`config.mk`:
```
export PLATFORM = sky130hd
export DESIGN_NAME = pe_col_drain_flat
export DESIGN_NICKNAME = d
export VERILOG_FILES = /design/src/rtl/pe_drain_pkg.sv /design/src/rtl/pe_col_drain_if.sv /design/src/rtl/drain_fifo.sv /design/src/rtl/pe_col_drain.sv /design/src/flat_wrapper.sv
export SDC_FILE = /design/constraint.sdc
export NUM_CORES = 1
export LEC_CHECK = 0
export CAP_MARGIN = 20
export CORE_MARGIN = 2
export CORE_UTILIZATION = 25
export CTS_CLUSTER_DIAMETER = 30
export CTS_CLUSTER_SIZE = 16
export DETAILED_ROUTE_END_ITERATION = 12
export MAX_ROUTING_LAYER = met4
export REMOVE_ABC_BUFFERS = 1
export SYNTH_ARGS = -nofsm -noshare
export SYNTH_HDL_FRONTEND = slang
export SYNTH_SLANG_ARGS = --single-unit
```
`constraint.sdc`:
```
create_clock -name clk -period 2.9 [get_ports clk]
set_input_delay 0.725 -clock clk [delete_from_list [all_inputs] [get_ports clk]]
set_output_delay 0.725 -clock clk [all_outputs]
set_load 0.02 [all_outputs]
```
`src/rtl/pe_drain_pkg.sv`:
```
// Shared types, widths and the requantization helper for the PE column drain.
// Pure declarations, no timing of its own.
// Requant widths are fixed here; the top only exposes FIFO depth.
package pe_drain_pkg;

  localparam int INT_BW         = 5;
  localparam int FRA_BW         = 7;
  localparam int MUL_BW         = 16;
  localparam int ACC_BW         = 32;
  localparam int CNT_BW         = 16;
  localparam int DEF_FIFO_DEPTH = 8;

  // Output range in Q(INT_BW.FRA_BW) units, held at ACC_BW+1 bits to match the rounding sum.
  localparam logic signed [ACC_BW:0] SAT_MAX =
    $signed({{(ACC_BW + 1 - INT_BW - FRA_BW){1'b0}}, {(INT_BW + FRA_BW){1'b1}}});
  localparam logic signed [ACC_BW:0] SAT_MIN =
    $signed({{(ACC_BW + 1 - INT_BW - FRA_BW){1'b1}}, {(INT_BW + FRA_BW){1'b0}}});
  // Half an output LSB, expressed in input fraction bits.
  localparam logic signed [ACC_BW:0] RND_HALF =
    $signed({{(ACC_BW + 1 - FRA_BW){1'b0}}, 1'b1, {(FRA_BW - 1){1'b0}}});

  typedef enum logic [1:0] {
    IDLE,
    WAIT,
    CAPTURE,
    FLUSH
  } state_e;

  typedef struct packed {
    logic              sat;
    logic [MUL_BW-1:0] q;
  } rq_t;

  // Round half up, drop FRA_BW fraction bits, clamp to the output range.
  // One extra bit of headroom keeps acc near +max from wrapping when the half is added.
  function automatic rq_t requant(input logic [ACC_BW-1:0] acc);
    logic signed [ACC_BW:0] wide;
    logic signed [ACC_BW:0] shr;
    rq_t                    r;
    wide  = $signed({acc[ACC_BW-1], acc}) + RND_HALF;
    shr   = wide >>> FRA_BW;
    r.sat = 1'b0;
    r.q   = shr[MUL_BW-1:0];
    if (shr > SAT_MAX) begin
      r.q   = SAT_MAX[MUL_BW-1:0];
      r.sat = 1'b1;
    end else if (shr < SAT_MIN) begin
      r.q   = SAT_MIN[MUL_BW-1:0];
      r.sat = 1'b1;
    end
    return r;
  endfunction

endpackage

```
`src/rtl/pe_col_drain_if.sv`:
```
// Output stream of the column drain: requantized word with valid/ready.
// No storage; pure wiring.
// Producer holds dout_o stable while dout_valid_o is high and not accepted.
interface pe_col_drain_if;
  import pe_drain_pkg::*;

  logic signed [MUL_BW-1:0] dout_o;
  logic                     dout_valid_o;
  logic                     dout_ready_i;

  modport master (output dout_o, output dout_valid_o, input dout_ready_i);
  modport slave  (input dout_o, input dout_valid_o, output dout_ready_i);

endinterface

```
`src/rtl/drain_fifo.sv`:
```
// Synchronous FIFO; the head is read from storage, never bypassed from the write port.
// Latency: a word written on an edge is visible on dat_o from the next cycle.
// Push while full is taken only together with a pop; push_ok_o reports acceptance.
module drain_fifo #(
  parameter int W     = 16,
  parameter int DEPTH = 8
) (
  input  logic                       clk,
  input  logic                       rst_n,
  input  logic                       push_i,
  input  logic [W-1:0]               dat_i,
  input  logic                       pop_i,
  output logic [W-1:0]               dat_o,
  output logic                       push_ok_o,
  output logic                       full_o,
  output logic                       empty_o,
  output logic [$clog2(DEPTH):0]     cnt_o
);

  localparam int AW = $clog2(DEPTH);

  logic [AW:0]  wr_ptr_q, wr_ptr_d;
  logic [AW:0]  rd_ptr_q, rd_ptr_d;
  logic [W-1:0] mem_q [DEPTH];
  logic         do_pop;

  // Status, acceptance and pointer advance; the extra pointer MSB separates full from empty.
  always_comb begin
    empty_o   = (wr_ptr_q == rd_ptr_q);
    full_o    = (wr_ptr_q[AW] != rd_ptr_q[AW]) &&
                (wr_ptr_q[AW-1:0] == rd_ptr_q[AW-1:0]);
    do_pop    = pop_i && !empty_o;
    push_ok_o = push_i && (!full_o || do_pop);
    wr_ptr_d  = wr_ptr_q + (AW + 1)'(push_ok_o);
    rd_ptr_d  = rd_ptr_q + (AW + 1)'(do_pop);
    cnt_o     = wr_ptr_q - rd_ptr_q;
    dat_o     = mem_q[rd_ptr_q[AW-1:0]];
  end

  // Pointers and storage; a full push+pop overwrites the slot being popped this edge.
  always_ff @(posedge clk or negedge rst_n) begin
    if (!rst_n) begin
      wr_ptr_q <= '0;
      rd_ptr_q <= '0;
      for (int i = 0; i < DEPTH; i++) mem_q[i] <= '0;
    end else begin
      wr_ptr_q <= wr_ptr_d;
      rd_ptr_q <= rd_ptr_d;
      if (push_ok_o) mem_q[wr_ptr_q[AW-1:0]] <= dat_i;
    end
  end

endmodule

```
`src/rtl/pe_col_drain.sv`:
```
// Drains one PE column: after a skew captures len accumulators, requantizes and streams them.
// Latency: capture edge -> quant reg -> FIFO write next edge -> dout_valid_o the cycle after.
// Never stalls the array: pushes to a full FIFO without a same-cycle pop are dropped, ovf_o sticks.
module pe_col_drain
  import pe_drain_pkg::*;
#(
  parameter int FIFO_DEPTH = DEF_FIFO_DEPTH
) (
  input  logic               clk,
  input  logic               rst_n,
  input  logic               start_i,
  input  logic [CNT_BW-1:0]  len_i,
  input  logic [CNT_BW-1:0]  skew_i,
  input  logic [ACC_BW-1:0]  acc_i,
  pe_col_drain_if.master     dout_if,
  output logic               busy_o,
  output logic               done_o,
  output logic [CNT_BW-1:0]  sat_cnt_o,
  output logic               ovf_o
);

  localparam int AW = $clog2(FIFO_DEPTH);

  state_e              state_q, state_d;
  logic [CNT_BW-1:0]   skew_cnt_q, skew_cnt_d;
  logic [CNT_BW-1:0]   len_cnt_q, len_cnt_d;
  logic [CNT_BW-1:0]   sat_cnt_q, sat_cnt_d;
  logic                ovf_q, ovf_d;
  logic                done_q, done_d;
  logic                q_vld_q, q_vld_d;
  logic [MUL_BW-1:0]   q_dat_q, q_dat_d;
  rq_t                 rq;

  logic                fifo_push_ok;
  logic                fifo_full;
  logic                fifo_empty;
  logic [AW:0]         fifo_cnt;
  logic                pop;
  logic                drain_done;

  assign dout_if.dout_valid_o = ~fifo_empty;
  assign pop = dout_if.dout_valid_o & dout_if.dout_ready_i;

  // Tile ends when nothing is left in the quant stage and the last FIFO word leaves this cycle,
  // so done_o lands one cycle after the final pop (or two cycles after start for len=0).
  assign drain_done = (state_q == FLUSH) && !q_vld_q &&
                      (fifo_empty || ((fifo_cnt == (AW + 1)'(1)) && pop));

  drain_fifo #(
    .W     (MUL_BW),
    .DEPTH (FIFO_DEPTH)
  ) u_fifo (
    .clk       (clk),
    .rst_n     (rst_n),
    .push_i    (q_vld_q),
    .dat_i     (q_dat_q),
    .pop_i     (pop),
    .dat_o     (dout_if.dout_o),
    .push_ok_o (fifo_push_ok),
    .full_o    (fifo_full),
    .empty_o   (fifo_empty),
    .cnt_o     (fifo_cnt)
  );

  // State register.
  always_ff @(posedge clk or negedge rst_n) begin
    if (!rst_n) state_q <= IDLE;
    else        state_q <= state_d;
  end

  // Next-state: skew and len counters count down to 1 so each phase lasts exactly its count.
  always_comb begin
    state_d = state_q;
    case (state_q)
      IDLE: begin
        if (start_i) begin
          if (len_i == '0)       state_d = FLUSH;
          else if (skew_i == '0) state_d = CAPTURE;
          else                   state_d = WAIT;
        end
      end
      WAIT:    if (skew_cnt_q == CNT_BW'(1)) state_d = CAPTURE;
      CAPTURE: if (len_cnt_q == CNT_BW'(1))  state_d = FLUSH;
      FLUSH:   if (drain_done)               state_d = IDLE;
      default: state_d = IDLE;
    endcase
  end

  // Per-state datapath and status updates; start_i is only looked at in IDLE.
  always_comb begin
    skew_cnt_d = skew_cnt_q;
    len_cnt_d  = len_cnt_q;
    sat_cnt_d  = sat_cnt_q;
    ovf_d      = ovf_q;
    done_d     = 1'b0;
    q_vld_d    = 1'b0;
    q_dat_d    = q_dat_q;
    rq         = requant(acc_i);
    case (state_q)
      IDLE: begin
        if (start_i) begin
          skew_cnt_d = skew_i;
          len_cnt_d  = len_i;
          sat_cnt_d  = '0;
          ovf_d      = 1'b0;
        end
      end
      WAIT: skew_cnt_d = skew_cnt_q - CNT_BW'(1);
      CAPTURE: begin
        len_cnt_d = len_cnt_q - CNT_BW'(1);
        q_vld_d   = 1'b1;
        q_dat_d   = rq.q;
        if (rq.sat && (sat_cnt_q != '1)) sat_cnt_d = sat_cnt_q + CNT_BW'(1);
      end
      FLUSH:   done_d = drain_done;
      default: ;
    endcase
    if (q_vld_q && !fifo_push_ok) ovf_d = 1'b1;
  end

  // Counters, flags and the quant stage.
  always_ff @(posedge clk or negedge rst_n) begin
    if (!rst_n) begin
      skew_cnt_q <= '0;
      len_cnt_q  <= '0;
      sat_cnt_q  <= '0;
      ovf_q      <= 1'b0;
      done_q     <= 1'b0;
      q_vld_q    <= 1'b0;
      q_dat_q    <= '0;
    end else begin
      skew_cnt_q <= skew_cnt_d;
      len_cnt_q  <= len_cnt_d;
      sat_cnt_q  <= sat_cnt_d;
      ovf_q      <= ovf_d;
      done_q     <= done_d;
      q_vld_q    <= q_vld_d;
      q_dat_q    <= q_dat_d;
    end
  end

  assign busy_o    = (state_q != IDLE);
  assign done_o    = done_q;
  assign sat_cnt_o = sat_cnt_q;
  assign ovf_o     = ovf_q;

endmodule

```
`src/flat_wrapper.sv`:
```
// flat-port wrapper written by rule: the top's interface ports become plain ports
module pe_col_drain_flat import pe_drain_pkg::*;
#(
  parameter int FIFO_DEPTH = DEF_FIFO_DEPTH
)
  (clk, rst_n, start_i, len_i, skew_i, acc_i, busy_o, done_o, sat_cnt_o, ovf_o, dout_if_dout_o, dout_if_dout_valid_o, dout_if_dout_ready_i);
  pe_col_drain_if dout_if_i ();
  input  logic clk;
  input  logic rst_n;
  input  logic start_i;
  input  logic [CNT_BW-1:0] len_i;
  input  logic [CNT_BW-1:0] skew_i;
  input  logic [ACC_BW-1:0] acc_i;
  output logic busy_o;
  output logic done_o;
  output logic [CNT_BW-1:0] sat_cnt_o;
  output logic ovf_o;
  output wire logic [$bits(dout_if_i.dout_o)-1:0] dout_if_dout_o;
  output wire logic [$bits(dout_if_i.dout_valid_o)-1:0] dout_if_dout_valid_o;
  input wire logic [$bits(dout_if_i.dout_ready_i)-1:0] dout_if_dout_ready_i;
  assign dout_if_dout_o = dout_if_i.dout_o;
  assign dout_if_dout_valid_o = dout_if_i.dout_valid_o;
  assign dout_if_i.dout_ready_i = dout_if_dout_ready_i;
  pe_col_drain #(.FIFO_DEPTH(FIFO_DEPTH)) u_core (.clk(clk), .rst_n(rst_n), .start_i(start_i), .len_i(len_i), .skew_i(skew_i), .acc_i(acc_i), .dout_if(dout_if_i), .busy_o(busy_o), .done_o(done_o), .sat_cnt_o(sat_cnt_o), .ovf_o(ovf_o));
endmodule
```
## Word-level counts from Yosys, hierarchy flattened

Cells that the tools add are included.

- Reduce and logical (&&, ||, !) cells: 28
- Add/subtract/negate cells: 7
- Mux-type cells: 27
- Bitwise operators: 4
- Magnitude comparators: 5
- Equal/unequal tests: 15

Operator list:

| cell | number |
|---|---|
| bitwise mux 128 bit | 1 |
| two-way mux 16 bit | 7 |
| one-hot mux 16 bit (2 select lines) | 3 |
| binary-select mux 16 bit (select 3 bit) | 1 |
| demux 16 bit (select 3 bit) | 1 |
| two-way mux 17 bit | 2 |
| adder 32 x 8 -> 33 bit (second input constant) | 1 |
| == test 16 x 1 -> 1 bit (second input constant) | 2 |
| zero test 16 bit | 2 |
| subtractor 16 x 1 -> 16 bit (second input constant) | 2 |
| > comparator 26 x 13 -> 1 bit (second input constant) | 1 |
| < comparator 26 x 13 -> 1 bit (second input constant) | 1 |
| adder 16 x 1 -> 16 bit (second input constant) | 1 |
| inequality test 16 bit (second input constant) | 1 |
| two-way mux 2 bit | 6 |
| nonzero test 2 bit | 5 |
| logical AND 1 bit | 9 |
| adder 4 x 1 -> 4 bit | 2 |
| greater-or-equal comparator 4 bit (second input constant) | 2 |
| inequality test 2 x 1 -> 1 bit (second input constant) | 4 |
| inverter 3 -> 4 bit | 2 |
| one-hot mux 2 bit (4 select lines) | 1 |
| AND reduction 2 bit | 3 |
| two-way mux 1 bit | 5 |
| 16 further kinds | 21 |

- Word-level logic and storage cells: 104
- Flip-flop bits (word level): 205
- Bits of input ports: 68
- Output and inout bits: 36

## Logic depth before layout (Yosys ltp)

- Depth after elaboration: 10
- Gate-level depth with buffers: 12

## Modules after synthesis

A second synthesis with hierarchy kept.

- Cell total of the unflattened synthesis: 961
- Area total of the unflattened synthesis: 10,918.0 µm²

Modules (own cells, without submodules):

| module | area an instance (µm²) | instances | cells an instance | sequential area each (µm²) |
|---|---|---|---|---|
| drain_fifo | 6,332.3 | 1 | 412 | 3,403.3 |
| pe_col_drain | 4,585.6 | 1 | 549 | 1,726.7 |

## Least setup slack after synthesis

OpenSTA, ideal clock, no wires.

- Path kind: register -> register
- Start: register u_core.u_fifo.rd_ptr_q[2]
- End: register u_core.u_fifo.mem_q[82] in the netlist's numbering
- Clock period less this slack: 2.957 ns
- Cell stages (with the launch flop): 12
- Slack: -0.057 ns
- Data arrival time: 2.833 ns
- Required time: 2.775 ns
- Buffers on the path: 3
- Cell sequence: dfrtp_1 > clkbuf_1 > clkinv_1 > clkbuf_1 > ha_1 > nand3_1 > nor3_1 > nor2b_1 > and2_1 > nand3b_1 > buf_1 > mux2_2

- Longest elaborated chain between the ends: 6
- Elaborated cells between the ends (all ways): 10

Ends and longest elaborated chain:

| item | line | RTL |
|---|---|---|
| start, declared | drain_fifo.sv:23 | `logic [AW:0] rd_ptr_q, rd_ptr_d;` |
| start signal, assigned | drain_fifo.sv:48 | `rd_ptr_q <= rd_ptr_d;` |
| == test 4 bit | drain_fifo.sv:29 | `empty_o = (wr_ptr_q == rd_ptr_q);` |
| inverter 1 bit | pe_col_drain.sv:41 | `assign dout_if.dout_valid_o = ~fifo_empty;` |
| AND 1 bit | pe_col_drain.sv:42 | `assign pop = dout_if.dout_valid_o & dout_if.dout_ready_i;` |
| logical AND 1 bit | drain_fifo.sv:32 | `do_pop = pop_i && !empty_o;` |
| logical OR 1 bit * | drain_fifo.sv:33 | `push_ok_o = push_i && (!full_o \|\| do_pop);` |
| logical AND 1 bit * | drain_fifo.sv:33 |  |
| end signal, assigned by index | drain_fifo.sv:49 | `if (push_ok_o) mem_q[wr_ptr_q[AW-1:0]] <= dat_i;` |
| end, declared | drain_fifo.sv:24 | `logic [W-1:0] mem_q [DEPTH];` |

Every way passes the cells marked *; elsewhere a longest branch is shown, timed or not.
A chain may end at the register's enable or synchronous reset.

## Worst setup path in the final report

- Start: register u_core.u_fifo.rd_ptr_q[0]
- End: output dout_if_dout_o[7]

- Longest elaborated chain between the ends: 4

Ends and longest elaborated chain:

| item | line | RTL |
|---|---|---|
| inverter 3 -> 4 bit (not written as such) | drain_fifo.sv:37 | `dat_o = mem_q[rd_ptr_q[AW-1:0]];` |
| binary-select mux 16 bit (select 3 bit) | drain_fifo.sv:37 |  |
| two-way mux 16 bit (not written as such) (2 in a row) | drain_fifo.sv:37 |  |
| end, declared | flat_wrapper.sv:18 | `output wire logic [$bits(dout_if_i.dout_o)-1:0] dout_if_dout_o;` |

No other way between the ends. The select of a mux whose other input is x is not followed.

==> flow_summary.json <==
{
  "ff2ff_setup_slack_ns": 0.37,
  "cts.clk_slew.worst_paths_ns": 0.04,
  "crit_buf_inv": 4,
  "die_w_um": 211,
  "crit_arrival_ns": 2.15,
  "cts_sinks": 205,
  "cap_viol_max_count": 0,
  "grt-ovfl-total": 0,
  "crit_path_max_fanout": 8,
  "die_h_um": 211,
  "crit_family": "buffers and inverters",
  "cts_tree": "built",
  "die_area_um2": 44400,
  "outcome": "complete, no violations",
  "slowest_stage": "mux4_2",
  "cp-start-kind": "register",
  "wl_mm": 29.5,
  "final.setup_skew_ns": 0.0134,
  "multi_input_comb_area_um2": 5380,
  "cts_buffers": 48,
  "path_cells": "buf_12 > buf_8 > buf_12 > mux4_2 > nand2_2 > nand2_2 > buf_6",
  "drt_iter0_markers": 489,
  "startpoint": "u_core.u_fifo.rd_ptr_q[0]",
  "critPathKind": "reg -> out",
  "layout.area.seq_um2": 5130,
  "ys_seq_area_frac": 0.480,
  "gp_congestion": 0.798,
  "grt_pass1_wl_mm": 47.2,
  "grt_pass1_vias": 8824,
  "rsz0062_at_grt": "yes",
  "setup_slack_ns": 0.0284,
  "cts_max_level": 2,
  "tightest_slew_ns": 0.539,
  "fin_nets": 1301,
  "hp-class": "in -> async",
  "dp_hpwl_mm": 18.9,
  "min_period_ns": 2.87,
  "ant_nets": 0,
  "cpPeakStageDelay_ns": 0.50,
  "ys.flop_type": "dfrtp_1",
  "path_depth": 7,
  "hold_viol": 0,
  "clk_latency_ns": 0.54,
  "relSlewSlack": 0.636,
  "portBuffers": 97,
  "nFillCells": 4155,
  "drt_first_pass_iters": 4,
  "groute.usage.overall": 0.137,
  "reg2reg_from": "u_core.u_fifo.rd_ptr_q[0]",
  "yosysWarnings": 0,
  "worstPathRequired_ns": 2.17,
  "worstRegToRegCells": 9,
  "setup_viol": 0,
  "finalCritPeriodShare": 0.990,
  "boundaryPins": 104,
  "dp.cells": 1673,
  "async_flop_share": 1.00,
  "endpoint_kind": "output port",
  "slew_violations": 0,
  "syn-instance-count": 1020,
  "synth_edf_count": 0,
  "root_buffer": "clkbuf_16",
  "ys_ff_latch": 205,
  "avgSynthCellArea_um2": 10.5,
  "p_per_area_nw_per_um2": 1160,
  "worst_r2r_endpoint": "u_core.state_q[1]",
  "core_area_um2": 42000,
  "grt_max_degree": 72,
  "final-instance-count-excl-fill": 1793,
  "viasPerCell": 4.84,
  "grt_antenna_before_repair": 0,
  "leakagePower_nw": 6.45,
  "place_ws_ns": -0.691,
  "area_delta_synth_final_pct": 40.6,
  "drc_errors": 0,
  "ys_types": 67,
  "syn_area_um2": 10700,
  "fmax_ghz": 0.348,
  "cts_buffer_depth": 3,
  "vias": 8674,
  "row_count": 75,
  "final_util": 0.358,
  "routedWlPerCell_um": 16.4,
  "cts_hold_buf": 0,
  "ir_drop_mv": 0.540,
  "start_util": 0.254,
  "drive_above_1_share": 0.304
}
## Yosys cell counts (8+ instances only)
cell,count,share of area
dfrtp_1,205,0.48
nand2_1,139,0.049
mux2_2,90,0.095
o21ai_0,74,0.035
a21oi_1,72,0.034
nor2_1,50,0.018
clkbuf_1,43,0.015
mux4_2,32,0.067
nand3_1,32,0.015
inv_1,25,0.0088
nand4_1,22,0.013
nor3_1,22,0.010
and3_1,19,0.011
o22ai_1,19,0.011
ha_1,17,0.020
nor4_1,15,0.0088
xnor2_1,14,0.011
buf_1,10,0.0035
a31oi_1,9,0.0053
mux2i_1,8,0.0075
or3_1,8,0.0047
xor2_1,8,0.0066
## cell type report
type	count	area share
Antenna cell	1	0.000166
Clock buffer	60	0.0883
Clock inverter	28	0.0267
Inverter	26	0.00649
Multi-Input combinational cell	732	0.358
Sequential cell	205	0.341
Tap cell	539	0.0449
Timing Repair Buffer	202	0.134
## registers in the layout, indices dropped and copies added, names as in the netlist
name,count
u_core.len_cnt_q,16
u_core.q_dat_q,16
u_core.done_o,1
u_core.u_fifo.wr_ptr_q,4
u_core.q_vld_q,1
u_core.u_fifo.mem_q,128
u_core.sat_cnt_o,16
u_core.ovf_o,1
u_core.skew_cnt_q,16
u_core.state_q,2
u_core.u_fifo.rd_ptr_q,4
## report_power, final
group	internal [W]	switching (W)
logic	0.00324	0.00338
registers	0.00420	0.00103
clock network	0.00395	0.00170
total	0.0114	0.00611
## placed cells by master (no fill, tap or decap), types with 5 or more instances in the layout
cell	instances
a21oi_1	72
a31oi_1	9
and3_1	16
and4_4	5
buf_12	19
buf_2	7
buf_4	79
buf_6	13
bufinv_16	8
clkbuf_1	5
clkbuf_16	49
clkbuf_8	7
clkdlybuf4s50_1	54
clkinv_2	10
dfrtp_1	204
dlygate4sd2_1	11
dlymetal6s2s_1	9
ha_1	15
inv_1	25
mux2_2	90
mux2i_1	8
mux4_2	32
nand2_1	123
nand2_2	16
nand3_1	30
nand3b_1	5
nand4_1	22
nor2_1	49
nor3_1	20
nor4_1	14
nor4b_1	6
o211ai_1	6
o21ai_0	72
o22ai_1	19
or3_1	7
xnor2_1	14
xor2_1	8
## timing repair
action / 4_1_cts / 5_1_grt
gates cloned: 1 / 0
buffers inserted: 17 / 13
setup endpoints to repair: 42 / 25
resized for setup: 92 / 77
pin swaps: 4 / 16
## routing by layer
| metal | wire length [um] | global-route usage |
|---|---|---|
| met1 | 13500 | 0.173 |
| met4 | 444 | 0.0338 |
| met5 | 0 | - |
| met3 | 1390 | 0.0317 |
| met2 | 14200 | 0.221 |
## per-stage QoR
step	total power [W]	instance area, um2	hold WS [ns]	setup TNS (ns)
floorplan	0.00910	10500	0.429	-117.71
global placement	0.0113	12800	0.457	-15.15
detailed placement	0.0116	12800	0.468	-16.72
CTS	0.0175	14800	0.0659	-0.165
global route	0.0186	15000	0.0712	-0.163
finish	0.0175	15000	0.0854	0
## logic make-up after synthesis
logic type | after synthesis | share of synthesized area
adder cells (fa/ha/maj) | 18 | 0.0218
AO/OA/AOI/OAI | 216 | 0.120
buffers and inverters | 83 | 0.0308
flip-flops | 205 | 0.480
multiplexers | 130 | 0.170
XOR/XNOR | 22 | 0.0180
AND/OR/NAND/NOR | 346 | 0.160
## how the worst max path moves through the flow
stage	to	slack, ns
2_1_floorplan	u_core.sat_cnt_o[13]	-2.29
3_3_place_gp	u_core.sat_cnt_o[11]	-0.65
3_5_place_dp	u_core.sat_cnt_o[9]	-0.69
4_1_cts	dout_if_dout_o[2]	-0.05
5_1_grt	dout_if_dout_o[7]	-0.04
6_report	dout_if_dout_o[7]	0.03
Power figures use the tool's default switching activity.
